### src/rtl/uart_rx_frontend_if.sv
// Word handoff between the UART receive front end (master) and the receive FIFO (slave).
interface uart_rx_frontend_if #(
    parameter int DATA_ = 8
);
    logic [DATA_-1:0] dout;
    logic             valid;
    logic             ready;
    logic             parity_err;
    logic             frame_err;
    logic             brk;
    logic             overrun;

    modport master (
        output dout, valid, parity_err, frame_err, brk, overrun,
        input  ready
    );

    modport slave (
        input  dout, valid, parity_err, frame_err, brk, overrun,
        output ready
    );
endinterface

### src/rtl/uart_rx_frontend.sv
// UART receive front end: 2-FF sync, 3-sample majority vote, parity/frame/break/overrun checks.
// Latency: valid rises on the edge closing the last stop-bit decision cycle, 3 clocks after the line-level decision point.
module uart_rx_frontend #(
    parameter int F_CLK    = 50000000,
    parameter int BAUDRATE = 2000000,
    parameter int DATA_    = 8,
    parameter int STOP_    = 1,
    parameter int PARITY   = 0
) (
    input  logic               clk,
    input  logic               rst_,
    input  logic               rx,
    output logic               busy,
    uart_rx_frontend_if.master bus
);
    localparam int BIT_     = F_CLK / BAUDRATE;
    localparam int HALF     = BIT_ / 2;
    localparam int CNT_W    = $clog2(BIT_);
    localparam int BITS_MAX = (DATA_ > STOP_) ? DATA_ : STOP_;
    localparam int IDX_W    = $clog2(BITS_MAX);

    typedef enum logic [2:0] {IDLE, START, DATA, PAR, STOP} state_t;

    state_t             state_q, state_d;
    logic [1:0]         sync_q, sync_d;
    logic [CNT_W-1:0]   cnt_q, cnt_d;
    logic [IDX_W-1:0]   idx_q, idx_d;
    logic [DATA_-1:0]   shift_q, shift_d;
    logic               par_q, par_d;
    logic               s0_q, s0_d, s1_q, s1_d;
    logic               stop_err_q, stop_err_d;
    logic               stop_low_q, stop_low_d;
    logic               wait_high_q, wait_high_d;
    logic [DATA_-1:0]   dout_q, dout_d;
    logic               valid_q, valid_d;
    logic               perr_q, perr_d, ferr_q, ferr_d, brk_q, brk_d, ovr_q, ovr_d;

    logic rxs, decide, vote, done, last_data, last_stop;
    logic word_perr, word_ferr, word_brk;

    assign rxs       = sync_q[1];
    assign decide    = (cnt_q == CNT_W'(HALF + 1));
    assign vote      = (s0_q & s1_q) | (s0_q & rxs) | (s1_q & rxs);
    assign last_data = (idx_q == IDX_W'(DATA_ - 1));
    assign last_stop = (idx_q == IDX_W'(STOP_ - 1));

    // NOTE: sequential state uses non-blocking assignments only; all logic lives in always_comb.
    always_ff @(posedge clk or negedge rst_) begin
        if (!rst_) state_q <= IDLE;
        else       state_q <= state_d;
    end

    // NOTE: every always_comb output gets a default first so no latch is inferred.
    always_comb begin
        state_d = state_q;
        done    = 1'b0;
        unique case (state_q)
            IDLE:  if (!wait_high_q && !rxs) state_d = START;
            START: if (decide) state_d = vote ? IDLE : DATA;
            DATA:  if (decide && last_data) state_d = (PARITY != 0) ? PAR : STOP;
            PAR:   if (decide) state_d = STOP;
            STOP:  if (decide && last_stop) begin
                       state_d = IDLE;
                       done    = 1'b1;
                   end
            default: state_d = IDLE;
        endcase
    end

    always_comb begin
        busy      = (state_q != IDLE);
        word_perr = 1'b0;
        case (PARITY)
            1:       word_perr = ^shift_q ^ par_q;
            2:       word_perr = ~(^shift_q ^ par_q);
            3:       word_perr = ~par_q;
            4:       word_perr = par_q;
            default: word_perr = 1'b0;
        endcase
        word_ferr = stop_err_q | ~vote;
        word_brk  = stop_low_q & ~vote & (shift_q == '0) & ((PARITY == 0) | ~par_q);
    end

    always_comb begin
        sync_d      = {sync_q[0], rx};
        cnt_d       = (state_d == IDLE) ? '0 :
                      (cnt_q == CNT_W'(BIT_ - 1)) ? '0 : cnt_q + CNT_W'(1);
        s0_d        = (cnt_q == CNT_W'(HALF - 1)) ? rxs : s0_q;
        s1_d        = (cnt_q == CNT_W'(HALF))     ? rxs : s1_q;
        idx_d       = idx_q;
        shift_d     = shift_q;
        par_d       = par_q;
        stop_err_d  = stop_err_q;
        stop_low_d  = stop_low_q;
        wait_high_d = wait_high_q;

        if (state_q != state_d) idx_d = '0;
        else if (decide && (state_q == DATA || state_q == STOP)) idx_d = idx_q + IDX_W'(1);

        if (state_q == DATA && decide) shift_d = {vote, shift_q[DATA_-1:1]};
        if (state_q == PAR && decide)  par_d = vote;

        if (state_q == IDLE) begin
            stop_err_d = 1'b0;
            stop_low_d = 1'b1;
        end else if (state_q == STOP && decide) begin
            stop_err_d = stop_err_q | ~vote;
            stop_low_d = stop_low_q & ~vote;
        end

        // After a break the line must go idle again before a new start is armed.
        if (done && word_brk)          wait_high_d = 1'b1;
        else if (state_q == IDLE && rxs) wait_high_d = 1'b0;

        dout_d  = dout_q;
        perr_d  = perr_q;
        ferr_d  = ferr_q;
        brk_d   = brk_q;
        valid_d = valid_q & ~bus.ready;
        ovr_d   = 1'b0;
        if (done) begin
            if (!valid_q || bus.ready) begin
                dout_d  = shift_q;
                perr_d  = word_perr;
                ferr_d  = word_ferr;
                brk_d   = word_brk;
                valid_d = 1'b1;
            end else begin
                ovr_d = 1'b1;
            end
        end
    end

    always_ff @(posedge clk or negedge rst_) begin
        if (!rst_) begin
            sync_q      <= 2'b11;
            cnt_q       <= '0;
            idx_q       <= '0;
            shift_q     <= '0;
            par_q       <= 1'b0;
            s0_q        <= 1'b1;
            s1_q        <= 1'b1;
            stop_err_q  <= 1'b0;
            stop_low_q  <= 1'b1;
            wait_high_q <= 1'b0;
            dout_q      <= '0;
            valid_q     <= 1'b0;
            perr_q      <= 1'b0;
            ferr_q      <= 1'b0;
            brk_q       <= 1'b0;
            ovr_q       <= 1'b0;
        end else begin
            sync_q      <= sync_d;
            cnt_q       <= cnt_d;
            idx_q       <= idx_d;
            shift_q     <= shift_d;
            par_q       <= par_d;
            s0_q        <= s0_d;
            s1_q        <= s1_d;
            stop_err_q  <= stop_err_d;
            stop_low_q  <= stop_low_d;
            wait_high_q <= wait_high_d;
            dout_q      <= dout_d;
            valid_q     <= valid_d;
            perr_q      <= perr_d;
            ferr_q      <= ferr_d;
            brk_q       <= brk_d;
            ovr_q       <= ovr_d;
        end
    end

    assign bus.dout       = dout_q;
    assign bus.valid      = valid_q;
    assign bus.parity_err = perr_q;
    assign bus.frame_err  = ferr_q;
    assign bus.brk        = brk_q;
    assign bus.overrun    = ovr_q;
endmodule

### src/flat_wrapper.sv
// flat-port wrapper written by rule: the top's interface ports become plain ports
module uart_rx_frontend_flat 
#(
    parameter int F_CLK    = 50000000,
    parameter int BAUDRATE = 2000000,
    parameter int DATA_    = 8,
    parameter int STOP_    = 1,
    parameter int PARITY   = 0
)
  (clk, rst_, rx, busy, bus_dout, bus_valid, bus_parity_err, bus_frame_err, bus_brk, bus_overrun, bus_ready);
  uart_rx_frontend_if #(.DATA_(DATA_)) bus_i ();
  input  logic clk;
  input  logic rst_;
  input  logic rx;
  output logic busy;
  output wire logic [$bits(bus_i.dout)-1:0] bus_dout;
  output wire logic [$bits(bus_i.valid)-1:0] bus_valid;
  output wire logic [$bits(bus_i.parity_err)-1:0] bus_parity_err;
  output wire logic [$bits(bus_i.frame_err)-1:0] bus_frame_err;
  output wire logic [$bits(bus_i.brk)-1:0] bus_brk;
  output wire logic [$bits(bus_i.overrun)-1:0] bus_overrun;
  input wire logic [$bits(bus_i.ready)-1:0] bus_ready;
  assign bus_dout = bus_i.dout;
  assign bus_valid = bus_i.valid;
  assign bus_parity_err = bus_i.parity_err;
  assign bus_frame_err = bus_i.frame_err;
  assign bus_brk = bus_i.brk;
  assign bus_overrun = bus_i.overrun;
  assign bus_i.ready = bus_ready;
  uart_rx_frontend #(.F_CLK(F_CLK), .BAUDRATE(BAUDRATE), .DATA_(DATA_), .STOP_(STOP_), .PARITY(PARITY)) u_core (.clk(clk), .rst_(rst_), .rx(rx), .busy(busy), .bus(bus_i));
endmodule
### config.mk
export PLATFORM = sky130hd
export DESIGN_NAME = uart_rx_frontend_flat
export DESIGN_NICKNAME = d
export VERILOG_FILES = /design/src/rtl/uart_rx_frontend_if.sv /design/src/rtl/uart_rx_frontend.sv /design/src/flat_wrapper.sv
export SDC_FILE = /design/constraint.sdc
export NUM_CORES = 1
export LEC_CHECK = 0
export ABC_AREA = 1
export BUFFER_PORTS_ARGS = -buffer_cell sky130_fd_sc_hd__buf_2
export CAP_MARGIN = 15
export CORE_ASPECT_RATIO = 0.9
export CORE_UTILIZATION = 57
export DETAILED_ROUTE_END_ITERATION = 8
export PLACE_DENSITY = 0.77
export SYNTH_ARGS = -nofsm -noshare
export SYNTH_HDL_FRONTEND = slang
export SYNTH_SLANG_ARGS = --single-unit
export TNS_END_PERCENT = 5
### constraint.sdc
create_clock -name clk -period 2.3 [get_ports clk]
set_clock_uncertainty 0.2 [all_clocks]
set_input_delay 0.69 -clock clk [delete_from_list [all_inputs] [get_ports clk]]
set_output_delay 0.69 -clock clk [all_outputs]
set_load 0.01 [all_outputs]
==> impl_metrics.tcl, run 1 <==
set metrics [dict create \
    cts_tree "done" \
    die_h_microns 55.5 \
    synth_edf_count 0 \
    vias 1319 \
    final_cells 270 \
    synth_top_area_cell "dfrtp_1" \
    ir_worst_vdd_v 0.000596 \
    netlist_instances 207 \
    fin_nets 238 \
    switching_share 0.373 \
    grt_usage 0.198 \
    status "complete, no violations" \
    cts_setup_buffers 0 \
    grt_util_met3 0.0492 \
    clkTransAtPathRegs_ps 110 \
    place.gp.congestion 0.787 \
    synth_area_sq_um 1820 \
    slowest_stage "dfrtp_1" \
    path_delay_family "flip-flops" \
    critPathCaptureType "output pin" \
    intPower_mw 1.13 \
    dp_hpwl_microns 2250 \
    finalHoldViolations 0 \
    core_area_sq_um 3040 \
    met1_usage 0.269 \
    place_area_sq_um 1940 \
    required_ps 1410 \
    syn_area_per_cell_sq_um 8.77 \
    synth_async_sr_flop_share 1.00 \
    p_sw_uw 674 \
    ys_types 25 \
    port_buffers 16 \
    worst-path-buf-inv 1 \
    crit_path_start "u_core.state_q[0]" \
    wirelength_microns 2960 \
    first_pass_iters 4 \
    synth_common_cells "51 x nand2_1, 33 x dfrtp_1, 29 x inv_1" \
    crit_path_max_fanout 5 \
    setup_violations 0 \
    die_w_microns 61.5 \
    drcViolationCount 0 \
    ys_seq_area_frac 0.527 \
    leakagePower_nw 1.03 \
    clk_latency_ps 340 \
    cts-resized-gates 0 \
    routedWlPerCell_microns 11.0 \
    die-area_sq_um 3420 \
    routed_via_density 4.89 \
    ctsHoldBuffers 0 \
    synth.most_common_cell "nand2_1" \
    dp.cells 263 \
    synth_area_leaders "dfrtp_1 45%, nand2_1 11%, dfstp_2 7.2%, inv_1 6.0%, nor2_1 5.0%" \
    drive_above_1_share 0.219 \
    syn2layout_area_growth_pct 9.51 \
    grt_overflow_total 0 \
    core.rowCount 19 \
    hold_path_class "in2async" \
    period_needed_ps 2140 \
    p_comb_frac 0.306 \
    synth_warnings 0 \
    drv_slew 0 \
    grt_pass1_vias 1190 \
    setup_tns_ps 0 \
    drv_cap 0 \
    io_pins 18 \
    seq_power_share 0.514 \
    drtAntennaViolNets 0 \
    busiest_layer "met2" \
    clock-sinks 38 \
    ys_ff_latch 38 \
    worstSetupPathType "reg2out" \
    max_stage_delay_ps 440 \
    synth_top_area_share 0.455 \
    htree_levels 2 \
    timing.fmax_mhz 467 \
    power_density_nw_per_um2 909 \
    grt_setup_unrepaired "no" \
    synthFlopType "dfrtp_1" \
    fin_crit_sh 0.930 \
    grtUsageMet2 0.303 \
    crit_path_cell_trace "nor2_1 -> nand2_1 -> buf_2" \
    cp.arrival_ps 1250 \
    grt_max_degree 23 \
    clockBufferDepth 2 \
    cts_root_buffer "clkbuf_4" \
    start_util 0.597 \
    drt-initial-drc-count 94 \
    cp-start-kind "flip-flop" \
    numCtsBuffers 5 \
    pwr-share-clk 0.180 \
    antenna_found_initial 0 \
    synth_fp_nets 217 \
    worstReg2RegStart "u_core.cnt_q[1]" \
    grt_pass1_wl_microns 4980 \
    n_antenna_cell 0 \
    final_area_sq_um 1990 \
]
-- registers in the layout, summed over array words and instances (netlist names) --
| signal | cells |
|---|---|
| u_core.stop_err_q | 1 |
| u_core.stop_low_q | 1 |
| u_core.bus.frame_err | 1 |
| u_core.state_q | 3 |
| u_core.s0_q | 1 |
| u_core.bus.valid | 1 |
| u_core.bus.brk | 1 |
| u_core.idx_q | 3 |
| u_core.s1_q | 1 |
| u_core.shift_q | 8 |
| u_core.bus.overrun | 1 |
| u_core.wait_high_q | 1 |
| u_core.cnt_q | 5 |
| u_core.bus.dout | 8 |
| u_core.sync_q | 2 |
-- kinds of logic (layout without fill, tap and decap cells) --
logic type               count (synthesis)  count (layout)  synth area share
AO/OA/AOI/OAI                           26              26            0.0910
XOR/XNOR                                 4               4            0.0193
flip-flops                              38              38             0.527
buffers and inverters                   36              57            0.0855
other                                    1               1           0.00207
adder cells (fa/ha/maj)                  6               6            0.0413
AND/OR/NAND/NOR                         96              96             0.234
-- routing by layer --
layer  wire length, microns  part of all wire  up-vias
li1                       -                 -      678
met5                      0                 0        -
met4                     39             0.013        0
met2                   1400              0.47       27
met1                   1420              0.48      610
met3                    109             0.037        4
-- worst paths after layout --
kind	slack, ps	to	cells past startpoint
setup / recovery	160	busy	3
hold / removal	50	u_core.shift_q[0]	1
setup reg to reg	470	u_core.bus.frame_err	11
hold reg to reg	160	u_core.sync_q[1]	0
max in group asynchronous	1340	u_core.stop_low_q	2
min in group clk	160	u_core.sync_q[1]	0
-- power by group through the flow --
stage,clock (mW),sequential [mW],combinational [mW]
floorplan,0,0.918,0.441
global placement,0,0.935,0.538
detailed placement,0,0.941,0.554
CTS,0.339,0.927,0.559
global route,0.362,0.945,0.643
finish,0.326,0.930,0.552
-- cell type report --
| class | instances | area [sq um] |
|---|---|---|
| inverters | 32 | 120 |
| flip-flops and latches | 38 | 957 |
| well taps | 42 | 52.6 |
| clock inverters | 2 | 10.0 |
| repair buffers | 18 | 108 |
| clock buffers | 5 | 37.5 |
| fillers | 266 | 1050 |
| multi-input cells | 133 | 703 |
-- placed cells by master (no fill, tap or decap) --
cell type and n:
o21ai_2 8, buf_4 1, a21oi_1 3, inv_2 3
nand4_1 4, xor2_1 3, conb_1 1, ha_1 6
xnor2_1 1, nor2_1 24, buf_12 1, nand3b_1 1
clkinv_2 2, nor2_2 3, nor2_4 3, nand3_2 1
dfrtp_1 33, o21ai_0 13, o21bai_1 2, clkbuf_4 5
dfstp_2 5, buf_2 16, nand2_2 2, inv_1 29
nand2_1 51, nor3_1 2, nand3_1 5
-- stage by stage --
step	setup slack [ps]	power [mW]	utilization	hold WS, ps
after floorplan	583	1.36	-	145
after global placement	519	1.47	0.638	147
after detailed placement	459	1.50	0.638	150
after CTS	149	1.83	0.653	52.0
after global routing	62.3	1.95	0.653	73.7
final	160	1.81	0.653	49.5
(Power assumes the default switching activity.)
==> run 2: changes to the inputs <==
Settings changed: CORE_ASPECT_RATIO 0.9 to unset, CORE_UTILIZATION 57 to 40, PLACE_DENSITY 0.77 to unset.
==> run 2 against run 1 <==
  * Hold slack better by 70 ps
  * Total power up 19%
  * Clock power up 110%
  * Non-clock buffer count unchanged
  * Register-to-register slack about the same
  * Global-route usage down 5.5 points
  * Maximum frequency up 2.8%
  * Routed wire length down 1.8%
  * Via count down 4.9%
==> impl_metrics.tcl, run 2 (synthesis results as in run 1) <==
set metrics [dict create \
    io_pins 18 \
    numCtsBuffers 5 \
    core.rowCount 24 \
    required_ps 1410 \
    routed_via_density 4.46 \
    drive_above_1_share 0.223 \
    htree_levels 2 \
    reg2reg_depth 11 \
    cts_setup_buffers 0 \
    critPathCaptureType "output pin" \
    die_h_microns 69.4 \
    setup_tns_ps 0 \
    clkTransAtPathRegs_ps 80 \
    ff2ff_setup_slack_ps 470 \
    fin_nets 238 \
    grt_max_degree 23 \
    power_density_nw_per_um2 1030 \
    die_w_microns 69.4 \
    fill_cells 432 \
    die-area_sq_um 4810 \
    clk_latency_ps 290 \
    drt-initial-drc-count 52 \
    vias 1254 \
    antenna_found_initial 0 \
    final_cells 281 \
    wirelength_microns 2910 \
    final_common_cell "nand2_1" \
    period_needed_ps 2080 \
    cp-start-kind "flip-flop" \
    first_pass_iters 4 \
    start_util 0.417 \
    ctsHoldBuffers 0 \
    syn2layout_area_growth_pct 15.4 \
    cp.arrival_ps 1190 \
    timing.fmax_mhz 481 \
    crit_path_max_fanout 5 \
    cts-resized-gates 0 \
    crit_path_start "u_core.state_q[0]" \
    drv_cap 0 \
    port_buffers 16 \
    finalWorstSetupSlack_ps 219 \
    status "complete, no violations" \
    leakagePower_nw 1.07 \
    final_cell_mix "51 x nand2_1, 33 x dfrtp_1, 29 x inv_1, 24 x nor2_1, 16 x buf_2" \
    finalHoldViolations 0 \
    clock-sinks 38 \
    ir_worst_vdd_v 0.000543 \
    grt_usage 0.143 \
    setup_violations 0 \
    drv_slew 0 \
    dp_hpwl_microns 2190 \
    grt_setup_unrepaired "no" \
    rr_endpoint "u_core.bus.dout[1]" \
    place.gp.congestion 0.764 \
    grt_overflow_total 0 \
    drtAntennaViolNets 0 \
    worstReg2RegStart "u_core.cnt_q[1]" \
    post-place-ws_ps 469 \
    worstSetupPathType "reg2out" \
    core_area_sq_um 4350 \
    cts_tree "done" \
    clockBufferDepth 2 \
    n_antenna_cell 0 \
    drcViolationCount 0 \
    routedWlPerCell_microns 10.4 \
    cts_root_buffer "clkbuf_8" \
    grt_pass1_vias 1277 \
    fin_crit_sh 0.905 \
    dp.cells 273 \
    grt_pass1_wl_microns 5440 \
    hold_path_class "in2async" \
]
[run 2: cell count changes in the layout (fill, tap and decap cells not counted)]
cell       previous run  this run
clkbuf_8              0         6
bufinv_16             0         2
clkinv_2              2         0
clkbuf_4              5         0
[run 2: power breakdown]
group	switching, mW	internal (mW)	leakage, nW
Sequential	0.111	0.817	0.474
Combinational	0.332	0.208	0.528
Clock	0.229	0.462	0.0714
Total	0.673	1.49	1.07
[run 2: critical path, cell delays in order (launching register included)]
cell     delay, ps
dfrtp_1        420
nor2_1         150
nand2_1        150
buf_2          180
[run 2: cell type report]
type | instances | area [sq um] | share of cell area
sequential | 38 | 957 | 0.457
multi-input combinational | 133 | 703 | 0.336
inverter | 32 | 120 | 0.0573
timing repair buffer | 18 | 108 | 0.0513
clock buffer | 6 | 82.6 | 0.0394
tap | 52 | 65.1 | 0.0310
clock inverter | 2 | 60.1 | 0.0287
[run 2: worst max-delay path by stage]
stage | depth (start not counted) | end | slack [ps]
2_1_floorplan | 12 | u_core.bus.brk | 580
3_3_place_gp | 6 | u_core.bus.dout[0] | 500
3_5_place_dp | 11 | u_core.bus.dout[1] | 470
4_1_cts | 3 | busy | 210
5_1_grt | 3 | busy | 110
6_report | 3 | busy | 220
[run 2: stage by stage]
step                cell area [sq um]   util  power [mW]  hold slack [ps]
global route                     2100  0.481        2.34              130
global placement                 1950  0.449        1.49              147
CTS                              2100  0.481        2.19              129
floorplan                        1820      -        1.36              145
finish                           2100  0.481        2.16              120
detailed placement               1950  0.449        1.49              149
[run 2: routing by layer]
layer  vias up  track usage  wire length (microns)
met1       548        0.181                   1510
li1        679            -                      -
met3         8       0.0392                    101
met4         0       0.0680                     68
met2        19        0.224                   1230
met5         -            0                      0
==> run 3: changes to the inputs <==
Settings changed: CELL_PAD_IN_SITES_DETAIL_PLACEMENT set to 2, CELL_PAD_IN_SITES_GLOBAL_PLACEMENT set to 2, CORE_UTILIZATION 40 to 35, PLACE_DENSITY_LB_ADDON set to 0.1.
==> run 3 against run 2 <==
  * Clock-buffer cell count decreased by 1
  * Via count grew 8.8%
  * Largest power group unchanged
  * Sequential power grew 0.9%
  * Largest cell class unchanged
  * Global-route usage up 4.0 points
  * Critical endpoint unchanged
  * Critical path type unchanged
==> impl_metrics.tcl, run 3 (synthesis results as in run 1) <==
set metrics [dict create \
    hold_path_class "reg2reg" \
    worstSetupPathType "reg2out" \
    grt_overflow_total 0 \
    grt_usage 0.183 \
    htree_levels 2 \
    cts_setup_buffers 0 \
    path_depth 3 \
    routedWlPerCell_microns 14.5 \
    first_pass_iters 4 \
    antenna_found_initial 0 \
    utilization 0.433 \
    worst-path-buf-inv 1 \
    cts-resized-gates 0 \
    n_antenna_cell 0 \
    crit_path_max_fanout 5 \
    clkTransAtPathRegs_ps 80 \
    max_slew.worst_pin.slew_ps 650 \
    die-area_sq_um 5480 \
    timing.fmax_mhz 472 \
    io_pins 18 \
    final_area_sq_um 2100 \
    slowest_stage "dfrtp_1" \
    routed_via_density 4.61 \
    finalHoldViolations 0 \
    clock-sinks 38 \
    crit_end "busy" \
    reg2reg_depth 11 \
    drv_cap 0 \
    dp_hpwl_microns 3310 \
    grt_setup_unrepaired "no" \
    start_util 0.374 \
    ir_worst_vdd_v 0.000447 \
    grt_max_degree 30 \
    path_delay_family "flip-flops" \
    drv_slew 0 \
    drt-initial-drc-count 62 \
    critPathCaptureType "output pin" \
    cts_root_buffer "clkbuf_8" \
    crit_path_start "u_core.state_q[0]" \
    status "complete, no violations" \
    period_needed_ps 2120 \
    power_density_nw_per_um2 1050 \
    numCtsBuffers 5 \
    drive_above_1_share 0.223 \
    max_stage_delay_ps 430 \
    core.rowCount 25 \
    hold_start "u_core.sync_q[0]" \
    worstReg2RegStart "u_core.cnt_q[1]" \
    drtAntennaViolNets 0 \
    finalPower_mw 2.21 \
    cp.arrival_ps 1230 \
    final_cell_mix "51 x nand2_1, 33 x dfrtp_1, 29 x inv_1, 24 x nor2_1, 16 x buf_2" \
    fin_nets 238 \
    die_w_microns 74.0 \
    worst_hold_slack_ps 165 \
    cts_tree "done" \
    required_ps 1410 \
    fin_crit_sh 0.921 \
    cp-start-kind "flip-flop" \
    rr_endpoint "u_core.bus.dout[7]" \
    grt_pass1_wl_microns 7270 \
    leakagePower_nw 1.07 \
    grt_pass1_vias 1562 \
    die_h_microns 74.0 \
    slew_headroom 0.567 \
    syn2layout_area_growth_pct 15.5 \
    setup_violations 0 \
    place.gp.congestion 0.763 \
    final_common_cell "nand2_1" \
    place_area_sq_um 1960 \
    wirelength_microns 4280 \
    drcViolationCount 0 \
    port_buffers 16 \
    ff2ff_setup_slack_ps 390 \
    clk_latency_ps 290 \
    core_area_sq_um 4850 \
    setup_tns_ps 0 \
    vias 1364 \
    ctsHoldBuffers 0 \
    clockBufferDepth 2 \
    crit_path_cell_trace "nor2_1 -> nand2_1 -> buf_2" \
]
-- run 3: cell types whose count changed in the layout (fill, tap and decap cells not counted), sizes merged --
cell	before	now
clkinv	0	1
clkbuf	6	5
-- run 3: power by group --
group / internal (mW) / switching, mW
clock network: 0.435 / 0.258
logic: 0.208 / 0.375
registers: 0.816 / 0.120
total: 1.46 / 0.753
-- run 3: through the flow --
step / std cells / worst slack, ps
5_1_grt: 296 / 92.9
3_5_place_dp: 288 / 385
6_report: 296 / 181
4_1_cts: 296 / 153
2_1_floorplan: 207 / 583
3_3_place_gp: 288 / 469
-- run 3: routing by layer --
layer,vias to the layer above,GRT usage,share of wire
met5,-,0,0
met4,0,0.0769,0.010
met3,4,0.0339,0.020
met2,13,0.348,0.56
met1,672,0.196,0.41
li1,675,-,-
-- run 3: worst min path at each step --
stage	end	slack [ps]	cells past startpoint
6_report	u_core.sync_q[1]	160	0
5_1_grt	u_core.sync_q[1]	170	0
2_1_floorplan	u_core.sync_q[1]	150	0
3_3_place_gp	u_core.sync_q[1]	150	0
3_5_place_dp	u_core.sync_q[1]	160	0
4_1_cts	u_core.sync_q[1]	170	0
-- run 3: cell type report --
class | instances | area, sq um
clock buffers | 5 | 68.8
clock inverters | 3 | 68.8
repair buffers | 18 | 95.1
multi-input cells | 133 | 703
well taps | 67 | 83.8
flip-flops and latches | 38 | 957
inverters | 32 | 120
fillers | 558 | 2750
-- run 3: worst register-to-register path: cells and delay by family, from the launching register on --
family / cells / cell delay [ps]
compound gates: 1 / 60
fa+ha+maj: 1 / 170
buf+inv: 3 / 320
flops: 1 / 410
simple gates: 6 / 660
